[src/rtl/vga_timing_pkg.sv]
// +----------------------------------------------------------------------+
// | vga_timing_pkg : shared VGA timing constants, totals and phase type  |
// | Revision: 1.0                                                         |
// +----------------------------------------------------------------------+
`default_nettype none

package vga_timing_pkg;

  localparam int c_h_display = 640;
  localparam int c_h_front   = 16;
  localparam int c_h_sync    = 96;
  localparam int c_h_back    = 48;
  localparam int c_v_display = 480;
  localparam int c_v_front   = 10;
  localparam int c_v_sync    = 2;
  localparam int c_v_back    = 33;

  // Position outputs are 10 bits wide, so neither axis may exceed 1024 steps.
  localparam int c_axis_max  = 1024;

  typedef enum logic [1:0] {
    PH_ACTIVE = 2'd0,
    PH_FRONT  = 2'd1,
    PH_SYNC   = 2'd2,
    PH_BACK   = 2'd3
  } phase_e;

  function automatic int h_total(input int display, input int front,
                                 input int sync, input int back);
    return display + front + sync + back;
  endfunction

  function automatic int v_total(input int display, input int front,
                                 input int sync, input int back);
    return display + front + sync + back;
  endfunction

endpackage

`default_nettype wire

[src/rtl/vga_axis_counter.sv]
// +----------------------------------------------------------------------+
// | vga_axis_counter : position counter plus phase FSM for one axis      |
// | Revision: 1.0                                                         |
// +----------------------------------------------------------------------+
`default_nettype none

module vga_axis_counter
  import vga_timing_pkg::*;
#(
  parameter int DISPLAY = c_h_display,
  parameter int FRONT   = c_h_front,
  parameter int SYNC    = c_h_sync,
  parameter int BACK    = c_h_back
) (
  input  logic       clk,
  input  logic       rst,
  input  logic       advance,
  output logic [9:0] pos,
  output logic [1:0] phase,
  output logic       wrap
);

  localparam int         c_total    = h_total(DISPLAY, FRONT, SYNC, BACK);
  localparam logic [9:0] c_last     = 10'(c_total - 1);
  localparam logic [9:0] c_front_at = 10'(DISPLAY);
  localparam logic [9:0] c_sync_at  = 10'(DISPLAY + FRONT);
  localparam logic [9:0] c_back_at  = 10'(DISPLAY + FRONT + SYNC);

  if (c_total > c_axis_max) begin : g_total_check
    $error("vga_axis_counter: axis total %0d exceeds %0d", c_total, c_axis_max);
  end

  logic [9:0] pos_q, pos_d;
  phase_e     phase_q, phase_d;

  // Terminal count; the parent gates it with its own advance to cascade axes.
  assign wrap  = (pos_q == c_last);
  assign pos   = pos_q;
  assign phase = phase_q;

  always_comb begin
    pos_d   = pos_q;
    phase_d = phase_q;
    if (advance) begin
      pos_d = wrap ? 10'd0 : pos_q + 10'd1;
      case (phase_q)
        PH_ACTIVE: if (pos_d == c_front_at) phase_d = PH_FRONT;
        PH_FRONT:  if (pos_d == c_sync_at)  phase_d = PH_SYNC;
        PH_SYNC:   if (pos_d == c_back_at)  phase_d = PH_BACK;
        PH_BACK:   if (pos_d == 10'd0)      phase_d = PH_ACTIVE;
        default:   phase_d = PH_ACTIVE;
      endcase
    end
  end

  always_ff @(posedge clk or posedge rst) begin
    if (rst) begin
      pos_q   <= 10'd0;
      phase_q <= PH_ACTIVE;
    end else begin
      pos_q   <= pos_d;
      phase_q <= phase_d;
    end
  end

endmodule

`default_nettype wire

[src/rtl/vga_timing_gen.sv]
// +----------------------------------------------------------------------+
// | vga_timing_gen : VGA raster timing (syncs, position, strobes, frames)|
// | Optional macro VGA_TIMING_PIPE_ALIGN_EN delays hsync/vsync/visible.   |
// | Revision: 1.0                                                         |
// +----------------------------------------------------------------------+
`default_nettype none

module vga_timing_gen
  import vga_timing_pkg::*;
#(
  parameter int H_DISPLAY       = c_h_display,
  parameter int H_FRONT         = c_h_front,
  parameter int H_SYNC          = c_h_sync,
  parameter int H_BACK          = c_h_back,
  parameter int V_DISPLAY       = c_v_display,
  parameter int V_FRONT         = c_v_front,
  parameter int V_SYNC          = c_v_sync,
  parameter int V_BACK          = c_v_back,
  parameter bit SYNC_ACTIVE_LOW = 1'b1
) (
  input  logic       clk,
  input  logic       rst,
  input  logic       pix_en,
  output logic       hsync,
  output logic       vsync,
  output logic [9:0] hpos,
  output logic [9:0] vpos,
  output logic       visible,
  output logic       line_start,
  output logic       frame_start,
  output logic [9:0] frame_count
);

  localparam logic c_sync_off = SYNC_ACTIVE_LOW ? 1'b1 : 1'b0;

  logic [1:0] h_phase, v_phase;
  logic       h_wrap, v_wrap, v_advance;
  logic       hsync_raw, vsync_raw, visible_raw;
  logic       line_start_q, frame_start_q;
  logic [9:0] frame_count_q;

  assign v_advance = h_wrap & pix_en;

  vga_axis_counter #(
    .DISPLAY (H_DISPLAY),
    .FRONT   (H_FRONT),
    .SYNC    (H_SYNC),
    .BACK    (H_BACK)
  ) u_h_axis (
    .clk     (clk),
    .rst     (rst),
    .advance (pix_en),
    .pos     (hpos),
    .phase   (h_phase),
    .wrap    (h_wrap)
  );

  vga_axis_counter #(
    .DISPLAY (V_DISPLAY),
    .FRONT   (V_FRONT),
    .SYNC    (V_SYNC),
    .BACK    (V_BACK)
  ) u_v_axis (
    .clk     (clk),
    .rst     (rst),
    .advance (v_advance),
    .pos     (vpos),
    .phase   (v_phase),
    .wrap    (v_wrap)
  );

  // Pure decodes of the phase registers, so they change on the same edge as hpos/vpos.
  assign hsync_raw   = (h_phase == PH_SYNC) ? ~c_sync_off : c_sync_off;
  assign vsync_raw   = (v_phase == PH_SYNC) ? ~c_sync_off : c_sync_off;
  assign visible_raw = (h_phase == PH_ACTIVE) && (v_phase == PH_ACTIVE);

  always_ff @(posedge clk or posedge rst) begin
    if (rst) begin
      line_start_q  <= 1'b0;
      frame_start_q <= 1'b0;
      frame_count_q <= 10'd0;
    end else begin
      line_start_q  <= pix_en & h_wrap;
      frame_start_q <= pix_en & h_wrap & v_wrap;
      if (pix_en & h_wrap & v_wrap)
        frame_count_q <= frame_count_q + 10'd1;
    end
  end

  assign line_start  = line_start_q;
  assign frame_start = frame_start_q;
  assign frame_count = frame_count_q;

`ifdef VGA_TIMING_PIPE_ALIGN_EN
  // Matches the one-clock registered sprite ROM read in the colour path.
  logic hsync_q, vsync_q, visible_q;

  always_ff @(posedge clk or posedge rst) begin
    if (rst) begin
      hsync_q   <= c_sync_off;
      vsync_q   <= c_sync_off;
      visible_q <= 1'b1;
    end else begin
      hsync_q   <= hsync_raw;
      vsync_q   <= vsync_raw;
      visible_q <= visible_raw;
    end
  end

  assign hsync   = hsync_q;
  assign vsync   = vsync_q;
  assign visible = visible_q;
`else
  assign hsync   = hsync_raw;
  assign vsync   = vsync_raw;
  assign visible = visible_raw;
`endif

endmodule

`default_nettype wire
[config.mk]
export PLATFORM = sky130hd
export DESIGN_NAME = vga_timing_gen
export DESIGN_NICKNAME = d
export VERILOG_FILES = /design/src/rtl/vga_timing_pkg.sv /design/src/rtl/vga_axis_counter.sv /design/src/rtl/vga_timing_gen.sv
export SDC_FILE = /design/constraint.sdc
export NUM_CORES = 1
export LEC_CHECK = 0
export ABC_AREA = 1
export BUFFER_PORTS_ARGS = -buffer_cell sky130_fd_sc_hd__buf_2
export CORE_ASPECT_RATIO = 1.5
export CORE_MARGIN = 2
export CORE_UTILIZATION = 52
export DETAILED_ROUTE_END_ITERATION = 12
export PLACE_DENSITY = 0.74
export SKIP_LAST_GASP = 1
export SYNTH_ARGS = -nofsm -noshare
export SYNTH_HDL_FRONTEND = slang
export SYNTH_SLANG_ARGS = --single-unit
[constraint.sdc]
create_clock -name clk -period 2.4 [get_ports clk]
set_clock_uncertainty 0.05 [all_clocks]
set_input_delay 0.48 -clock clk [delete_from_list [all_inputs] [get_ports clk]]
set_output_delay 0.48 -clock clk [all_outputs]
set_load 0.05 [all_outputs]
# [After elaboration in Yosys (flattened, before gate mapping)]
# Cells that the tools add are included.
[word_totals] output_inout_bits=35 regBits=36 inputBits=3 elab_cells=55
[classes] addsub=3 muxes=14 n_bitwise=2 n_reduce_logical=7 eq_ne=22
[op_table] operator="$eq 10x10->1 const B" count=5
[op_table] operator="$add 10x1->10 const B" count=3
[op_table] operator="$eq 10x9->1 const B" count=3
[op_table] operator="$logic_not 10->1" count=2
[op_table] operator="$mux 10" count=2
[op_table] operator="$mux 2" count=8
[op_table] operator="$ne 2x1->1 const B" count=8
[op_table] operator="$pmux 2 s4" count=2
[op_table] operator="$reduce_and 5->1" count=2
[op_table] operator="$eq 2x2->1 const B" count=4
[op_table] operator="$eq 2x1->1 const B" count=2
[op_table] operator="$logic_not 2->1" count=2
[op_table] operator="$and 1x1->1" count=2
[op_table] operator="$mux 1" count=2
[op_table] operator="$logic_and 1x1->1" count=1

# [Longest topological paths before layout]
[logic_depth] ltp_word=5 ltp_mapped=14 depth_no_buf=14

# [Modules after synthesis]
# Synthesis repeated with hierarchy kept, for this count alone.
[unflattened] hier_cells=349 hier_area_um2=2497.4
[by_module_without_submodules] module="vga_axis_counter (u_v_axis)" cells_per_inst=135 instances=1 seq_area_each_um2=300.3 area_per_inst_um2=968.4
[by_module_without_submodules] module="vga_axis_counter (u_h_axis)" cells_per_inst=144 instances=1 seq_area_each_um2=300.3 area_per_inst_um2=934.6
[by_module_without_submodules] module="vga_timing_gen" cells_per_inst=70 instances=1 seq_area_each_um2=300.3 area_per_inst_um2=594.3

# [Least setup slack after synthesis]
# Ideal clock, no wire load.
[synth_timing] path_type="reg-to-reg" from="register u_h_axis.pos_q[1] (netlist: u_h_axis.pos[1])" to="register frame_count_q[9] (netlist: frame_count[9])" period_less_slack_ps=2217 t_arrival_ps=2027 path_buffers=0 path_stages_with_launch=12 setup_time_ps=140 path_slack_ps=183 required_ps=2210 path_cell_list="dfrtp_1 ha_1 nand2_2 nor2_4 nand2_4 clkinv_2 nand2_4 nor2_8 nand4_4 nor2_4 nand3_2 xnor2_1"
[synth_via] elab_chain_len=3
[synth_lines] element="start, declared" line_no="vga_axis_counter.sv:33" text="logic [9:0] pos_q, pos_d;"
[synth_lines] element="start signal, assigned" line_no="vga_axis_counter.sv:61" text="pos_q <= pos_d;"
[synth_lines] element="$eq 10x10->1" line_no="vga_axis_counter.sv:37" text="assign wrap = (pos_q == c_last);"
[synth_lines] element="$and 1x1->1 (2 in series)" line_no="vga_timing_gen.sv:85" text="if (pix_en & h_wrap & v_wrap)"
[synth_lines] element="end signal, assigned" line_no="vga_timing_gen.sv:86" text="frame_count_q <= frame_count_q + 10'd1;"
[synth_lines] element="end, declared" line_no="vga_timing_gen.sv:40" text="logic [9:0] frame_count_q;"
# No other way between the ends.
# A chain may end at the register's enable or synchronous reset.

# [Worst setup path after layout]
[layout_timing] from="register u_v_axis.pos_q[0] (netlist: u_v_axis.pos[0])" to="register u_v_axis.phase_q[1] (netlist: u_v_axis.phase[1])"
[layout_via] elab_chain_len=5 word_cells_on_any_way=12 classes_between="add/sub: 1; eq/ne: 8; mux: 1; reduce/logical: 2"
[layout_lines] element="start, declared" line_no="vga_axis_counter.sv:33"
[layout_lines] element="start signal, assigned" line_no="vga_axis_counter.sv:61"
[layout_lines] element="$add 10x1->10 or $eq 10x10->1 (tied branches)" line_no="vga_axis_counter.sv:45, vga_axis_counter.sv:37"
[layout_lines] element="$mux 10 (*)" line_no="vga_axis_counter.sv:45" text="pos_d = wrap ? 10'd0 : pos_q + 10'd1;"
[layout_lines] element="$eq 10x9->1 (tied with other cells)" line_no="vga_axis_counter.sv:48" text="PH_FRONT: if (pos_d == c_sync_at) phase_d = PH_SYNC;"
[layout_lines] element="$ne 2x1->1 (no line)"
[layout_lines] element="$reduce_and 5->1 (no line) (*)"
[layout_lines] element="end signal, assigned" line_no="vga_axis_counter.sv:62" text="phase_q <= phase_d;"
[layout_lines] element="end, declared" line_no="vga_axis_counter.sv:34" text="phase_e phase_q, phase_d;"
# Every way passes the cells marked *; elsewhere a longest branch is shown, timed or not.

==> metrics.md <==
| Metric | Value |
|---|---|
| Detailed Routing Iterations Pass 1 | `9` |
| Top post-synthesis cells by count | `nand2_1, inv_1, dfrtp_1, nor2_1, nand3_1` |
| Main synth FF type | `dfrtp_1` |
| Total wire length | `5130 um` |
| CTS Sinks | `36` |
| Required @ worst endpoint | `2.54 ns` |
| Final ANT Viol Nets | `0` |
| Internal power | `1.12 mW` |
| Antenna diode count | `0` |
| Crit share post-route | `85.3%` |
| Inst Count DP | `400` |
| Outcome | `complete, but fails checks` |
| CTS Root Cell | `clkbuf_8` |
| Max H-tree Level | `2` |
| Worst Setup Start Kind | `register` |
| Async SR Flop Fraction | `100%` |
| CP Capture Type | `register` |
| Final hold violation count | `0` |
| Worst flop-to-flop path endpoint | `u_v_axis.phase[1]$_DFFE_PP0P_` |
| Syn Nets | `334` |
| Post-synth EDFFs | `0` |
| Initial DRC Count | `109` |
| Worst-path fanout max | `8` |
| CTS resizes | `0` |
| Insertion delay to the later sink of the worst-skew pair | `0.29 ns` |
| Pwr Density | `684 mW/mm^2` |
| Vias per inst | `5.25` |
| WP buf/inv | `2` |
| I/O Buffers | `37` |
| Largest cells by area after synthesis | `dfrtp_1, nand2_1, ha_1` |
| RSZ-0062 raised after global routing | `no` |
| Reg-to-Reg Start | `u_v_axis.pos[0]$_DFFE_PP0P_` |
| Final worst slack | `0.352 ns` |
| Slew HR | `68.4%` |
| Synthesized flop and latch total | `36` |
| Logic gate share of total power | `31.1%` |
| CP delay by family, top | `simple AND/OR/NAND/NOR gates` |
| Worst r2r path cells | `13` |
| Clk pwr share | `28.8%` |
| Share of layout cells above drive strength 1 | `18.5%` |
| Die Width | `58.8 um` |
| Fill cell count | `396` |
| Initial core utilization | `54.7%` |
| Reg power frac | `40.1%` |
| Maximum Capacitance Violations | `0` |
| NumNets Final | `376` |
| Vias in the first global route | `2138` |
| Chip height | `86.2 um` |
| Area of the multi-input gates | `0.00127 mm^2` |
| Least-Margin Pin Slew | `0.473 ns` |
| Failing checks | `DRC` |
| First-pass GRT wire length | `8710 um` |
| Leak pwr | `1.47 nW` |
| Cts hold-fix bufs | `0` |
| Vias post-DR | `2144` |
| Syn avg cell area | `7.34 um^2` |
| RePlAce Congestion | `0.861` |
| Crit path top cell by count | `nand2_1` |
| Crit path DAT | `2.19 ns` |
| Worst VDD drop | `0.000398 V` |
| CTS Buffer Depth | `2` |
| Crit path kind | `reg2reg` |
| Final Setup Violations | `0` |
| Final hold slack | `0.231 ns` |
| Total GRT Usage | `21.9%` |
| Crit-path cells | `inv_1 > ha_1 > inv_1 > nor2_2 > nand4_4 > nand2_1 > nand3_1 > nand2_1 > nand3_2 > nor2_4 > nand3_2 > nand2_1 > nand2_1` |
| Reg2Reg Setup Slack | `0.35 ns` |
| Max stage delay on crit path | `0.42 ns` |
| CP Launch Point | `u_v_axis.pos[0]$_DFFE_PP0P_` |
| TNS Setup | `0 ns` |
| Pre-CTS setup slack | `0.354 ns` |
| Power after layout | `1.84 mW` |
| Most common cell in the synthesized netlist | `nand2_1` |
| Total global routing overflow | `0` |
| Seq/Total Area, Yosys | `38.5%` |
| Top cell type's share of synthesized area | `38.5%` |
| NetSw | `720 uW` |
| Final cell count without fillers | `408` |
| Initial antenna violation count | `0` |
| Yosys Warn Count | `0` |
| Clk pin slew, worst setup/hold paths | `0.07 ns` |
| HPWL after DPL | `3900 um` |
| Post-route minimum period | `2.05 ns` |
| Boundary Pins | `38` |
| Synthesis-to-finish area growth | `14.8%` |
| Die ar. | `0.00507 mm^2` |
| Core Rows | `29` |
| Largest area contributor in the netlist | `dfrtp_1` |
| WL/cell | `12.6 um` |
| Worst Hold Class | `in2async` |
| CTS tree | `built` |
| Synth unique cells | `28` |
| Num CTS Buffers | `5` |
| Reg area | `901 um^2` |
| Post-Syn Area | `0.00234 mm^2` |
| Critical Path Slowest Stage Cell | `dfrtp_1` |
| Fmax | `488 MHz` |
| DR DRC count | `4` |
| Core Footprint | `0.00428 mm^2` |
| Sw Share | `39.2%` |
| Largest net degree at the start of global routing | `37` |
| Mapped Cells | `319` |
| Post-CTS Setup Repair Bufs | `0` |
| Count of pins over their slew limit | `0` |
[cells by family (layout without fill, tap and decap cells)]
logic type / count (synthesis) / in the layout / synth area share (%)
xor gates and xnor gates: 8 / 8 / 2.99
buffers and inverters: 44 / 87 / 7.16
adders and majority gates: 12 / 12 / 6.41
DFF: 36 / 36 / 38.5
AOI/OAI and AO/OA: 29 / 29 / 6.41
muxes: 1 / 1 / 0.481
and+or+nand+nor: 189 / 189 / 38.1
[stage by stage]
step | util, % | instance area, um^2
global placement | 60.2 | 2580
CTS | 62.7 | 2690
detailed placement | 60.2 | 2580
finish | 62.7 | 2690
floorplan | - | 2340
global route | 62.7 | 2690
[layout by cell type, fill, tap and decap left out, drive strengths merged]
| master | synthesis | routed |
|---|---|---|
| or2 | 1 | 1 |
| nand3 | 26 | 26 |
| ha | 12 | 12 |
| buf | 1 | 38 |
| xnor2 | 5 | 5 |
| xor2 | 3 | 3 |
| nand4 | 6 | 6 |
| o21ai | 22 | 22 |
| nor3b | 1 | 1 |
| nand2 | 109 | 109 |
| nor2 | 43 | 43 |
| clkinv | 1 | 2 |
| bufinv | 0 | 1 |
| nor3 | 2 | 2 |
| nand3b | 1 | 1 |
| inv | 40 | 40 |
| a21oi | 5 | 5 |
| dfrtp | 36 | 36 |
| o21bai | 2 | 2 |
| mux2 | 1 | 1 |
| clkbuf | 2 | 6 |
[worst min-delay path, stage by stage]
cell,delay (ns)
buf_2,0.09
inv_1,0.04
buf_4,0.40
[area by class of cell]
| type | instances | area share, % |
|---|---|---|
| Timing Repair Buffer | 38 | 7.17 |
| Sequential cell | 36 | 33.5 |
| Clock buffer | 6 | 2.70 |
| Clock inverter | 2 | 1.30 |
| Tap cell | 46 | 2.14 |
| Inverter | 41 | 5.78 |
| Multi-Input combinational cell | 239 | 47.4 |
[metal layers]
metal / track usage (%) / vias to the layer above / routed length (um)
li1: - / 1087 / -
met1: 21.7 / 994 / 1980
met2: 40.7 / 47 / 2760
met3: 4.33 / 16 / 225
met4: 12.2 / 0 / 163
met5: 0 / - / 0
[worst max path at each step]
stage | end | slack, ns | cells past startpoint
after floorplan | frame_count[9]$_DFFE_PP0P_ | 0.18 | 11
after global placement | u_v_axis.phase[1]$_DFFE_PP0P_ | 0.43 | 13
after detailed placement | frame_count[8]$_DFFE_PP0P_ | 0.35 | 11
after CTS | frame_count[8]$_DFFE_PP0P_ | 0.34 | 11
after global routing | u_h_axis.phase[1]$_DFFE_PP0P_ | 0.13 | 14
final | u_v_axis.phase[1]$_DFFE_PP0P_ | 0.35 | 13
[power groups by stage]
stage	Sequential [mW]	Clock [mW]	Combinational (mW)
floorplan	0.912	0	0.281
global placement	0.747	0	0.562
detailed placement	0.751	0	0.568
CTS	0.738	0.538	0.576
global route	0.749	0.558	0.635
finish	0.737	0.530	0.571
[registers in the layout (all words and copies together), names as in the netlist]
| register | flops |
|---|---|
| line_start | 1 |
| frame_start | 1 |
| u_h_axis.phase | 2 |
| u_v_axis.pos | 10 |
| frame_count | 10 |
| u_v_axis.phase | 2 |
| u_h_axis.pos | 10 |
(Power assumes the default switching activity.)
